## src/rtl/iir_sample_feeder.sv

```systemverilog
// iir_sample_feeder: FIFO-buffered pacer emitting single-cycle sample strobes to the IIR filter.
// Define FEEDER_GAIN_EN to shift each popped sample left by SHIFT with 16-bit saturation.
module iir_sample_feeder #(
   parameter int DEPTH = 8,
   parameter int GAP   = 0,
   parameter int SHIFT = 1
) (
   input  logic                     clk,
   input  logic                     rst_n,
   input  logic                     flush_i,
   input  logic                     in_valid_i,
   output logic                     in_ready_o,
   input  logic signed [15:0]       in_data_i,
   output logic                     data_en_o,
   output logic signed [15:0]       data_o,
   output logic [$clog2(DEPTH):0]   level_o,
   output logic                     busy_o
);
   localparam int AW = $clog2(DEPTH);
   typedef enum logic [1:0] {IDLE, EMIT, WAIT} state_t;
   state_t state_q, state_d;
   logic signed [15:0] mem_q [DEPTH];
   logic [AW-1:0] wr_q, rd_q;
   logic [AW:0] level_q, level_d;
   logic [7:0] cnt_q, cnt_d;
   logic signed [15:0] data_q, data_d, sample;
   logic push, pop;
   assign in_ready_o = level_q != (AW+1)'(DEPTH) && !flush_i;
   assign push       = in_valid_i && in_ready_o;
`ifdef FEEDER_GAIN_EN
   logic signed [31:0] wide;
   assign wide   = 32'(mem_q[rd_q]) <<< SHIFT;
   assign sample = wide > 32'sd32767 ? 16'sh7fff : wide < -32'sd32768 ? 16'sh8000 : wide[15:0];
`else
   assign sample = mem_q[rd_q];
`endif
   always_comb begin
      state_d = state_q;
      cnt_d   = cnt_q;
      pop     = 1'b0;
      data_d  = '0;
      case (state_q)
         IDLE: pop = level_q != '0;
         EMIT: begin
            pop     = GAP == 0 && level_q != '0;
            cnt_d   = 8'(GAP - 1);
            state_d = GAP == 0 ? IDLE : WAIT;
         end
         WAIT: begin
            pop     = cnt_q == '0 && level_q != '0;
            cnt_d   = cnt_q - 8'd1;
            state_d = cnt_q == '0 ? IDLE : WAIT;
         end
         default: state_d = IDLE;
      endcase
      if (pop) begin
         state_d = EMIT;
         data_d  = sample;
      end
      // flush outranks any pop decided above
      if (flush_i) begin
         state_d = IDLE;
         cnt_d   = '0;
         pop     = 1'b0;
         data_d  = '0;
      end
      level_d = flush_i ? '0 : level_q + (AW+1)'(push) - (AW+1)'(pop);
   end
   always_ff @(posedge clk or negedge rst_n)
      if (!rst_n) begin
         state_q <= IDLE;
         wr_q    <= '0;
         rd_q    <= '0;
         level_q <= '0;
         cnt_q   <= '0;
         data_q  <= '0;
      end else begin
         state_q <= state_d;
         cnt_q   <= cnt_d;
         level_q <= level_d;
         data_q  <= data_d;
         wr_q    <= flush_i ? '0 : wr_q + AW'(push);
         rd_q    <= flush_i ? '0 : rd_q + AW'(pop);
      end
   always_ff @(posedge clk)
      if (push) mem_q[wr_q] <= in_data_i;
   assign data_en_o = state_q == EMIT;
   assign data_o    = data_q;
   assign level_o   = level_q;
   assign busy_o    = state_q != IDLE || level_q != '0;
endmodule
```

## config.mk

```make
export PLATFORM = sky130hd
export DESIGN_NAME = iir_sample_feeder
export DESIGN_NICKNAME = d
export VERILOG_FILES = /design/src/rtl/iir_sample_feeder.sv
export SDC_FILE = /design/constraint.sdc
export NUM_CORES = 1
export LEC_CHECK = 0
export CELL_PAD_IN_SITES_DETAIL_PLACEMENT = 1
export CELL_PAD_IN_SITES_GLOBAL_PLACEMENT = 1
export CORE_UTILIZATION = 47
export DETAILED_ROUTE_END_ITERATION = 6
export PLACE_DENSITY_LB_ADDON = 0.1
export SLEW_MARGIN = 20
export SYNTH_ARGS = -nofsm -noshare
export SYNTH_HDL_FRONTEND = slang
export SYNTH_SLANG_ARGS = --single-unit
export TNS_END_PERCENT = 1
```

## constraint.sdc

```tcl
create_clock -name clk -period 3.62 [get_ports clk]
set_input_delay 0.362 -clock clk [delete_from_list [all_inputs] [get_ports clk]]
set_output_delay 0.362 -clock clk [all_outputs]
set_load 0.02 [all_outputs]
```

# Yosys cells after proc, flatten, opt, wreduce, memory -nomap -nowiden
# Memories as Yosys holds them, arrays and structs flattened.
# Index checks and enable logic that the tools add are counted.
[classes]
n_mux = 15
addsub = 5
n_reduce_logical = 11
eq_ne = 4
[ops]
columns = ["op", "n"]
rows = [
  ["16-bit 2-to-1 mux", 2],
  ["8-bit case mux with 2 select lines", 1],
  ["8-bit zero test", 1],
  ["8-bit 2-to-1 mux", 1],
  ["8-bit by 1-bit subtractor with 8-bit output (second input constant)", 1],
  ["3-bit by 1-bit adder with 3-bit output", 2],
  ["2-bit 2-to-1 mux", 3],
  ["3-bit 2-to-1 mux", 2],
  ["4-bit by 1-bit adder with 4-bit output", 1],
  ["4-bit 2-to-1 mux", 1],
  ["4-bit != test (second input constant)", 1],
  ["2-bit case mux with 2 select lines", 1],
  ["4-bit nonzero test", 1],
  ["4-bit by 1-bit subtractor with 4-bit output", 1],
  ["1-bit logical AND", 3],
  ["1-bit 2-to-1 mux", 3],
  ["3-bit != test (second input constant)", 1],
  ["3-bit nonzero test", 1],
  ["2-bit by 1-bit equality test with 1-bit output (second input constant)", 1],
  ["2-bit equality test (second input constant)", 1],
  ["2-bit zero test", 1],
  ["1-bit case mux with 2 select lines", 1],
  ["2-bit nonzero test", 1],
  ["2-bit OR reduction", 1],
  ["2 further kinds", 2],
]
[word_totals]
mem_count = 1
mem_bits_rw = 128
register_bits = 36
in_bits = 20
[memory_table]
columns = ["memory", "words", "width", "rd", "rd_clocked_by_memory_dff", "wr", "line", "source"]
rows = [
  ["mem_q", 8, 16, 1, 0, 1, "22", "logic signed [15:0] mem_q [DEPTH];"],
]

# Logic depth before layout (Yosys ltp)
[depth]
ltp_word = 6
ltp_mapped = 13
depth_no_buf = 12

# Worst setup path before layout
# No wires, ideal clock.
[synth_timing]
path_type = "reg-to-reg"
start = "register level_q[2] (netlist: level_o[2])"
end = "memory mem_q[0][0] (enable)"
synth_period_minus_slack_ps = 3364
t_required_ps = 3190
setup_ps = 430
t_arrival_ps = 2934
stages_incl_launch_ff = 6
setup_slack_ps = 256
cell_sequence = "dfrtp_1 inv_1 ha_1 a21oi_1 nand2_1 nor4_1"
[synth_via]
elab_chain_cells = 5
[synth_lines]
columns = ["element", "line", "source"]
rows = [
  ["start: declaration", "24", "logic [AW:0] level_q, level_d;"],
  ["start signal: assignment", "80", "level_q <= level_d;"],
  ["4-bit != test", "28", "assign in_ready_o = level_q != (AW+1)'(DEPTH) && !flush_i;"],
  ["1-bit logical AND", "28", ""],
  ["named net in_ready_o", "12", "output logic in_ready_o,"],
  ["1-bit logical AND", "29", "assign push = in_valid_i && in_ready_o;"],
  ["1-bit 2-to-1 mux", "86", "if (push) mem_q[wr_q] <= in_data_i;"],
  ["1-bit 2-to-1 mux (not written as such)", "86", ""],
  ["end: declaration", "22", ""],
]
# The timed path passes the listed nets, and every way through them passes these cells.

# Final worst setup path
[layout_timing]
start = "register state_q[0]"
end = "register level_q[3] (netlist: level_o[3])"
[layout_via]
elab_chain_cells = 6
[layout_lines]
columns = ["element", "line", "source"]
rows = [
  ["start: declaration", "21", "state_t state_q, state_d;"],
  ["start signal: assignment", "78", "state_q <= state_d;"],
  ["2-bit by 1-bit equality test with 1-bit output or 2-bit zero test (tied branches)", "42", "case (state_q)"],
  ["2-bit OR reduction (no source line)", "n/a", ""],
  ["1-bit case mux with 2 select lines *", "42", ""],
  ["1-bit 2-to-1 mux *", "61", "if (flush_i) begin"],
  ["4-bit by 1-bit subtractor with 4-bit output *", "67", "level_d = flush_i ? '0 : level_q + (AW+1)'(push) - (AW+1)'(pop);"],
  ["4-bit 2-to-1 mux *", "67", ""],
  ["named net level_d[3]", "24", ""],
]
# The timed path passes the listed nets; every way through them passes the cells marked *.
# A chain may end at the register's enable or synchronous reset.

==> results.json <==
{
  "status": "finished clean",
  "share_of_the_yosys_chip_area_belonging_to_registers": 0.732,
  "fin_tns_setup_ns": 0,
  "detailedRoute.firstPassIterationCount": 4,
  "dpl.hpwl_um": 7750,
  "areaGrowthSynthToFinish_pct": 19.7,
  "antenna_cells_inserted": 0,
  "netlist_area_mm2": 0.00648,
  "ys.flop_type": "sky130_fd_sc_hd__edfxtp_1",
  "postSynth.asyncResetShare": 0.220,
  "netlist_top_cells_count": "sky130_fd_sc_hd__edfxtp_1, sky130_fd_sc_hd__dfrtp_1, sky130_fd_sc_hd__mux4_2, sky130_fd_sc_hd__nor2_1, sky130_fd_sc_hd__mux2i_1",
  "min_path_type": "in2async",
  "grt_start_max_net_pins": 37,
  "drt-vias-per-instance": 5.54,
  "power.ir.vdd_worst_mv": 0.381,
  "grt_use_total": 0.203,
  "postSynthAreaPerCell_um2": 18.4,
  "post_route_cells_drive_above_1_share": 0.222,
  "critPathMaxFanout": 16,
  "cts_tree": "done",
  "yosys-mux-area-fraction": 0.136,
  "yosysWarnings": 0,
  "cp_delay_by_family_top": "simple AND/OR/NAND/NOR gates",
  "flip_flop_and_latch_count_after_synthesis": 164,
  "slew_headroom": 0.406,
  "globalRouteOverflowTotal": 0,
  "post_cts_resized": 0,
  "post-cts-setup-buffer-count": 0,
  "finalClockSkew_ns": 0.00728,
  "placedCellCount": 568,
  "antenna_found_initial": 0,
  "slowest_delay_ns": 0.57,
  "num_io_pins": 43,
  "drt_drc": 0,
  "final_max_slew_viol_count": 0,
  "fin_crit_sh": 0.819,
  "post_synthesis_compound_gate_area_fraction": 0.0203,
  "postSynthNetCount": 382,
  "cp_data_arrival_time_ns": 3.27,
  "timing.final.crit_period_ns": 2.97,
  "cell_with_the_most_instances_after_synthesis": "sky130_fd_sc_hd__edfxtp_1",
  "number_of_buffers_added_to_fix_hold_violations_after_cts": 0,
  "hold_viol_final": 0,
  "wire_length_of_the_first_global_routing_pass_um": 20700,
  "synthAdderAreaFrac": 0.0205,
  "final_net_count": 441,
  "buffer_ports.inserted": 42,
  "data_required_time_at_the_worst_endpoint_ns": 3.93,
  "dpl-instance-area_mm2": 0.00716,
  "dominant_combinational_cell_family_by_area_after_synthesis": "multiplexers",
  "synthSimpleGateAreaFrac": 0.0669,
  "cts-root-buf": "sky130_fd_sc_hd__clkbuf_16",
  "die_height_um": 119,
  "initial_core_utilization": 0.486,
  "finish.instance_area_mm2": 0.00776,
  "ys_top_cells_by_area": "sky130_fd_sc_hd__edfxtp_1, sky130_fd_sc_hd__dfrtp_1, sky130_fd_sc_hd__mux4_2",
  "numCtsBuffers": 17,
  "rows": 42,
  "crit_slowest_cell": "sky130_fd_sc_hd__dfrtp_1",
  "final_cell_count_no_fill": 600,
  "cts.sinks": 164,
  "die_area_mm2": 0.0143,
  "core_area_mm2": 0.0133,
  "floorplan.die.width_um": 119,
  "report.final.setup_viol": 0,
  "cts_buffer_depth": 2,
  "start_kind": "register",
  "hold_slack_ns": 0.0583,
  "setup.worst_path.end_class": "register",
  "synth_cell_type_count": 37,
  "cellPowerDensity_mw_per_mm2": 699,
  "wl_per_cell_um": 21.6,
  "syn_inst": 352,
  "synth_largest_type_area_fraction": 0.593,
  "dr.first_iter.drc_count": 157,
  "synth_xor_area_frac": 0.00540,
  "cap_violations": 0,
  "grt_pass1_vias": 3630,
  "clock_latency_ns": 0.42,
  "leakagePower_nw": 2.67,
  "rsz0062_at_grt": "no",
  "timing.critical_path.buf_inv": 1,
  "path_cells": "nor4b_4 > a21oi_2 > or3_1 > inv_1 > nand2_1 > ha_1 > a21o_1 > a21oi_1 > xnor2_1 > nor2_1",
  "criticalPathCategory": "reg2reg",
  "place.gp.congestion": 0.762,
  "clk_pin_slew_worst_paths_ns": 0.06,
  "cts.htree.levels": 4,
  "synth_edf_count": 128,
  "detailroute.via_count": 3325,
  "maxClockFrequency_mhz": 337,
  "wirelength_um": 13000,
  "drt.antenna.violating_nets": 0,
  "worst_pin_slew_ns": 0.891,
  "post-synth-top-area-cell": "sky130_fd_sc_hd__edfxtp_1"
}
==> sequential cells by signal (all words and copies together), names as in the netlist <==
register / count
cnt_q: 8
data_o: 16
level_o: 4
mem_q: 128
rd_q: 3
state_q: 2
wr_q: 3
==> per-layer routing <==
layer	share of wire	wire length, um	track usage	up-vias
li1	-	-	-	1488
met2	0.51	6580	0.327	55
met3	0.030	390	0.0431	19
met1	0.45	5810	0.268	1763
met4	0.015	200	0.0867	0
met5	0	0	0	-
==> per-stage QoR <==
stage                     power [mW]  utilization  setup WS (ns)
final                           5.42        0.582          0.653
after global routing            5.67        0.582          0.460
after CTS                       5.50        0.581          0.622
after detailed placement        3.69        0.537          0.630
after global placement          3.64        0.537          0.772
after floorplan                 3.23            -          0.256
==> worst paths after layout <==
kind | from | endpoint | slack, ns | cells after the start
setup / recovery | state_q[0] | level_o[3] | 0.65 | 10
setup reg to reg | state_q[0] | level_o[3] | 0.65 | 10
max in group asynchronous | rst_n | rd_q[0] | 2.95 | 1
hold reg to reg | cnt_q[0] | cnt_q[0] | 0.58 | 1
min in group clk | cnt_q[0] | cnt_q[0] | 0.58 | 1
hold / removal | rst_n | data_o[0] | 0.06 | 1
==> cell families (layout without fill, tap and decap cells) <==
kind of cell,count (synthesis),in the layout
AOI/OAI and AO/OA,21,21
xor gates and xnor gates,4,4
adders and majority gates,10,10
buffers and inverters,25,97
DFF,164,164
muxes,48,48
and+or+nand+nor,80,80
==> layout make-up <==
class / count / area (um^2)
Timing Repair Buffer: 56 / 520
Fill cell: 1202 / 5590
Clock inverter: 13 / 146
Inverter: 9 / 33.8
Clock buffer: 19 / 453
Tap cell: 176 / 220
Sequential cell: 164 / 4750
Multi-Input combinational cell: 163 / 1640
==> report_power, final <==
| part | total, mW | switching (mW) | internal [mW] | leakage (nW) |
|---|---|---|---|---|
| Clock | 1.80 | 0.738 | 1.06 | 0.297 |
| Combinational | 1.20 | 0.557 | 0.641 | 0.748 |
| Sequential | 2.42 | 0.236 | 2.19 | 1.63 |
| Total | 5.42 | 1.53 | 3.89 | 2.67 |
==> placed cells by master (no fill, tap or decap), types with 3 or more instances in the layout <==
cell and instances:
sky130_fd_sc_hd__a211oi_1 5, sky130_fd_sc_hd__a21oi_1 8, sky130_fd_sc_hd__buf_4 14, sky130_fd_sc_hd__clkbuf_16 17, sky130_fd_sc_hd__clkdlybuf4s50_1 41, sky130_fd_sc_hd__clkinv_2 3, sky130_fd_sc_hd__dfrtp_1 33, sky130_fd_sc_hd__dfrtp_2 3
sky130_fd_sc_hd__edfxtp_1 128, sky130_fd_sc_hd__ha_1 9, sky130_fd_sc_hd__inv_1 9, sky130_fd_sc_hd__inv_8 3, sky130_fd_sc_hd__mux2i_1 16, sky130_fd_sc_hd__mux4_2 32, sky130_fd_sc_hd__nand2_1 6, sky130_fd_sc_hd__nor2_1 31
sky130_fd_sc_hd__nor2b_1 8, sky130_fd_sc_hd__nor3_1 8, sky130_fd_sc_hd__nor3_2 4, sky130_fd_sc_hd__o21ai_0 4, sky130_fd_sc_hd__or2_2 4, sky130_fd_sc_hd__xnor2_1 4
No activity file was read; power rests on OpenSTA's default activity.
